## src/rtl/period_sel_timer.sv

```systemverilog
// Switch-selected periodic tick generator: one-cycle tick plus toggle from one of four periods.
// Optional PERIOD_SEL_SYNC_EN adds a two-flop synchronizer on i_sw for asynchronous switch inputs.
module period_sel_timer #(
    parameter int unsigned CNT_WIDTH = 32,
    parameter int unsigned R0        = 3,
    parameter int unsigned R1        = 10,
    parameter int unsigned R2        = 100,
    parameter int unsigned R3        = 5000
) (
    input  logic                 i_clk,
    input  logic                 i_rst_n,
    input  logic [1:0]           i_sw,
    input  logic                 i_enable,
    input  logic                 i_restart,
    output logic                 o_tick,
    output logic                 o_toggle,
    output logic [1:0]           o_sel,
    output logic [CNT_WIDTH-1:0] o_count
);

    localparam logic [CNT_WIDTH-1:0] ONE = {{(CNT_WIDTH-1){1'b0}}, 1'b1};
    localparam int unsigned R_ARR [4] = '{R0, R1, R2, R3};

    logic [CNT_WIDTH-1:0] last_val [4];
    logic [CNT_WIDTH-1:0] count_q, count_d;
    logic [1:0]           sel_q, sel_d;
    logic                 tick_q, tick_d;
    logic                 toggle_q, toggle_d;
    logic [1:0]           sw_s;
    logic                 at_last;

    // Terminal count per selection; a period truncating to 0 behaves as period 1.
    generate
        for (genvar gi = 0; gi < 4; gi++) begin : g_period
            localparam logic [CNT_WIDTH-1:0] TRUNC = CNT_WIDTH'(R_ARR[gi]);
            assign last_val[gi] = (TRUNC == '0) ? '0 : TRUNC - ONE;
        end
    endgenerate

`ifdef PERIOD_SEL_SYNC_EN
    logic [1:0] sync1_q;
    logic [1:0] sync2_q;

    always_ff @(posedge i_clk or negedge i_rst_n) begin
        if (!i_rst_n) begin
            sync1_q <= 2'b00;
            sync2_q <= 2'b00;
        end else begin
            sync1_q <= i_sw;
            sync2_q <= sync1_q;
        end
    end

    assign sw_s = sync2_q;
`else
    assign sw_s = i_sw;
`endif

    assign at_last = (count_q == last_val[sel_q]);

    // Selection is only re-sampled at a wrap or restart, so a period is never truncated.
    always_comb begin
        count_d  = count_q;
        sel_d    = sel_q;
        toggle_d = toggle_q;
        tick_d   = 1'b0;
        if (i_restart) begin
            count_d = '0;
            sel_d   = sw_s;
        end else if (i_enable) begin
            if (at_last) begin
                count_d  = '0;
                tick_d   = 1'b1;
                toggle_d = ~toggle_q;
                sel_d    = sw_s;
            end else begin
                count_d = count_q + ONE;
            end
        end
    end

    always_ff @(posedge i_clk or negedge i_rst_n) begin
        if (!i_rst_n) begin
            count_q  <= '0;
            sel_q    <= 2'b00;
            tick_q   <= 1'b0;
            toggle_q <= 1'b0;
        end else begin
            count_q  <= count_d;
            sel_q    <= sel_d;
            tick_q   <= tick_d;
            toggle_q <= toggle_d;
        end
    end

    assign o_count  = count_q;
    assign o_sel    = sel_q;
    assign o_tick   = tick_q;
    assign o_toggle = toggle_q;

endmodule

```

## config.mk

```make
export PLATFORM = sky130hd
export DESIGN_NAME = period_sel_timer
export DESIGN_NICKNAME = d
export VERILOG_FILES = /design/src/rtl/period_sel_timer.sv
export SDC_FILE = /design/constraint.sdc
export NUM_CORES = 1
export LEC_CHECK = 0
export ABC_AREA = 1
export BUFFER_PORTS_ARGS = -buffer_cell sky130_fd_sc_hd__buf_2
export CAP_MARGIN = 30
export CELL_PAD_IN_SITES_DETAIL_PLACEMENT = 0
export CELL_PAD_IN_SITES_GLOBAL_PLACEMENT = 1
export CORE_MARGIN = 2
export CORE_UTILIZATION = 40
export DETAILED_ROUTE_END_ITERATION = 8
export PLACE_DENSITY = 0.88
export REMOVE_ABC_BUFFERS = 1
export SETUP_SLACK_MARGIN = 0.15
export SYNTH_ARGS = -nofsm -noshare
export SYNTH_HDL_FRONTEND = slang
export SYNTH_SLANG_ARGS = --single-unit
```

## constraint.sdc

```tcl
create_clock -name i_clk -period 1.73 [get_ports i_clk]
set_input_delay 0.2595 -clock i_clk [delete_from_list [all_inputs] [get_ports i_clk]]
set_output_delay 0.2595 -clock i_clk [all_outputs]
set_load 0.005 [all_outputs]
```

==> summary.md <==
The run finished with clean final reports. CTS placed an instance of sky130_fd_sc_hd__clkbuf_8 at the clock tree root. The pin count of the biggest net entering global routing is 20, and the share of the cycle needed by the critical path after routing is 91.5%. The die area came out at 6900 sq um.

The tools report the setup slack on the worst flop-to-flop path as 0.15 ns. The slew at the pin closest to its max-slew limit was 0.480 ns; the fraction of registers with async set or reset after synthesis was 100%. Across the run, the number of max-cap violations was 0.

Counting cells, the worst reg-to-reg path comes to 10. The critical path data arrival time is 1.77 ns. The first TritonRoute pass finished after 4 iterations. The final core utilization was 56.1%.

The number of flops mapped to enable cells by yosys was 0. Setup repair after global routing could not meet its margin everywhere. The clock passes through at most 2 buffers. Synthesis instantiated 30 different standard cells from the library.

Summed over all layers, the routed wires come to 8080 um. In this run the remaining antenna-violating nets after routing total 0. The tree built by TritonCTS fans out to 36 sinks. The floorplan has 28 rows.

The post-synthesis area per instance was 6.69 sq um; the wire length per cell was 15.1 um. Summed over all layers, the global routing overflow is 0. The total count of max-transition violations in the final report was 0. Total count of hold-check failures in the final report: 0. 42 I/O pins were placed. The commonest cells after synthesis are 111 x sky130_fd_sc_hd__nand2_1, 79 x sky130_fd_sc_hd__nor2_1, 36 x sky130_fd_sc_hd__dfrtp_1, 32 x sky130_fd_sc_hd__inv_1, 31 x sky130_fd_sc_hd__nand3_1. Across all layers, the routed design uses 2724 vias.

The clock arrives with 0.00491 ns of skew. The H-tree generated during clock tree synthesis spans 2 levels. The net count of the finished layout is 465.

The startpoint identified for the worst register-to-register timing path is o_sel[0]. The synthesized design spends more area on one cell type than any other, namely sky130_fd_sc_hd__dfrtp_1. The floorplan step set the die width to 83.1 um. Clock-pin slew was measured on the worst setup and hold paths at 0.08 ns.

The area growth from synthesis to layout is 34.3%. The via density per instance was 5.10; the post-synthesis cell count was 374. The total area inside the core boundary comes to 5990 sq um. The number of standard cells in the final layout excluding fillers was 534. The ratio of cells with drive above 1 in the final layout was 34.6%. TritonCTS built the clock tree.

In this run the worst path has a maximum fanout of 6. The analysis attributes to cell leakage a power of 1.58 nW. The worst hold path begins at i_sw[0]. Adding up every negative setup slack in the final design gives 0 ns. Input and output buffers added on the ports amount to 41. The normalized max-slew margin is 68.0%. The total of flip-flops plus latches after synthesis was 36; the initial cell density of the core was 41.8%.

The number of global-route vias before repair was 2569. In this run, placement finished with an instance count of 508. During synthesis, Yosys emitted a total of 0 warnings. The tools report the remaining routing DRC violations as 0. The smallest clock period supported by the final layout is computed as 1.58 ns. Along the worst hold path, the cell count comes to 3. The tools report the placed wire-length estimate after detailed placement as 5730 um. The worst setup path is of the flop to flop kind. The count of filler cells inserted in the layout came out at 617. The number of buffers added by the clock tree synthesis step was 5; the worst voltage drop across the vdd grid was 0.000372 V. The initial antenna violation count is 0.

Top flip-flop cell by instance count after synthesis: sky130_fd_sc_hd__dfrtp_1. For the number of antenna cells inserted, the log shows 0. In this run the critical register-to-register path is captured at o_count[15]. The power density over cell area was 628 nW/um^2.

Cell with the most instances after synthesis: sky130_fd_sc_hd__nand2_1. From bottom edge to top edge, the die measures 83.1 um. The later-pin clock latency in the skew report is 0.30 ns, and the area share of the largest cell type after synthesis is 36.0%. The worst setup path is launched from a flop. The tools report the area of the mapped netlist as 2500 sq um. The first global-routing pass estimated 12400 um of wire. Data on the critical path is required at its endpoint by 1.91 ns. STA classifies the critical path endpoint as a flop. For hold timing, the worst endpoint is o_sel[0].

The sequential cell area came out at 918 sq um. Based on the critical path, the design can be clocked at up to 632 MHz. The tools report the global routing usage summed across all routing layers as 22.4%. At the end of routability-driven placement, the weighted congestion stood at 0.925.

The sequential element share of the synthesized area was 36.0%. In the post-synthesis netlist, the biggest area contributors are sky130_fd_sc_hd__dfrtp_1 36%, sky130_fd_sc_hd__nand2_1 17%, sky130_fd_sc_hd__nor2_1 12%. The worst hold path belongs to the class input pin to flop.

The launch point of the critical path is o_sel[0]. The run gives 0 as the setup violation total in the final timing report. For this block, the initial DRC count from the detailed router was 105. The multi-input combinational cells in the finished layout cover a total of 1590 sq um.
-- state kept, by name, summed over array words and instances (netlist names) --
register and flops:
o_toggle 1, o_tick 1, o_sel 2, o_count 32
-- layout make-up --
| type | instances | area share (%) |
|---|---|---|
| well taps | 75 | 2.79 |
| multi-input cells | 298 | 47.3 |
| flip-flops and latches | 36 | 27.3 |
| clock buffers | 8 | 2.68 |
| repair buffers | 80 | 15.7 |
| inverters | 37 | 4.13 |
-- worst max-delay path: stages (launching register included) --
cell and delay (ns):
sky130_fd_sc_hd__dfrtp_2 0.43, sky130_fd_sc_hd__inv_1 0.09, sky130_fd_sc_hd__nor2_1 0.14, sky130_fd_sc_hd__nand2_2 0.08, sky130_fd_sc_hd__nand2_2 0.08, sky130_fd_sc_hd__nand2_2 0.07
sky130_fd_sc_hd__nor2_4 0.14, sky130_fd_sc_hd__nand4_4 0.13, sky130_fd_sc_hd__buf_6 0.16, sky130_fd_sc_hd__nand2_8 0.09, sky130_fd_sc_hd__nor2_1 0.06
-- layout by cell type, fill, tap and decap left out, drive strengths merged, types with 3 or more instances in the layout --
| master | n |
|---|---|
| nand3 | 32 |
| inv | 36 |
| nor2 | 96 |
| buf | 79 |
| nand2 | 118 |
| xor2 | 12 |
| o21ai | 11 |
| nand3b | 3 |
| xnor2 | 5 |
| clkbuf | 8 |
| nand4 | 12 |
| dfrtp | 36 |
-- cell families after synthesis --
family | after synthesis | synth area share, %
flops | 36 | 36.0
simple gates | 261 | 46.1
fa+ha+maj | 1 | 0.500
compound gates | 16 | 3.85
buf+inv | 43 | 7.55
xor+xnor | 17 | 5.95
-- report_power, final --
part | internal, mW | total (mW) | switching [mW]
registers | 0.884 | 0.939 | 0.0546
logic | 0.224 | 0.517 | 0.293
clock network | 0.326 | 0.655 | 0.329
-- layer usage --
| layer | GRT usage [%] | up-vias | part of all wire (%) | wire [um] |
|---|---|---|---|---|
| met5 | 0 | - | 0 | 0 |
| li1 | - | 1344 | - | - |
| met4 | 5.81 | 0 | 1.7 | 136 |
| met3 | 3.38 | 11 | 5.1 | 415 |
| met2 | 38.1 | 78 | 48 | 3910 |
| met1 | 29.8 | 1291 | 45 | 3620 |
-- stage by stage --
step,cell area (sq um),power (mW),worst slack [ns],hold WS [ns]
final,3360,2.11,0.147,0.193
after global routing,3360,2.21,0.0462,0.227
after CTS,3100,2.00,0.139,0.193
after detailed placement,2940,1.30,0.0235,0.244
after global placement,2940,1.30,0.0142,0.251
after floorplan,2450,1.16,0.134,-0.0361
-- worst max-delay path by stage --
stage	cells after the start	to	slack [ns]
after floorplan	6	o_count[8]	0.13
after global placement	8	o_count[18]	0.01
after detailed placement	8	o_count[18]	0.02
after CTS	6	o_count[15]	0.14
after global routing	10	o_count[13]	0.05
final	10	o_count[15]	0.15
-- timing repair --
item,4_1_cts,5_1_grt
hold buffers,1,0
hold endpoints to repair,17,0
cloned,0,3
buffers inserted,4,10
gates resized for setup,9,49
setup endpoints to repair,21,34
pin swaps,0,14
Note: power is estimated with default switching activity, not from simulation.
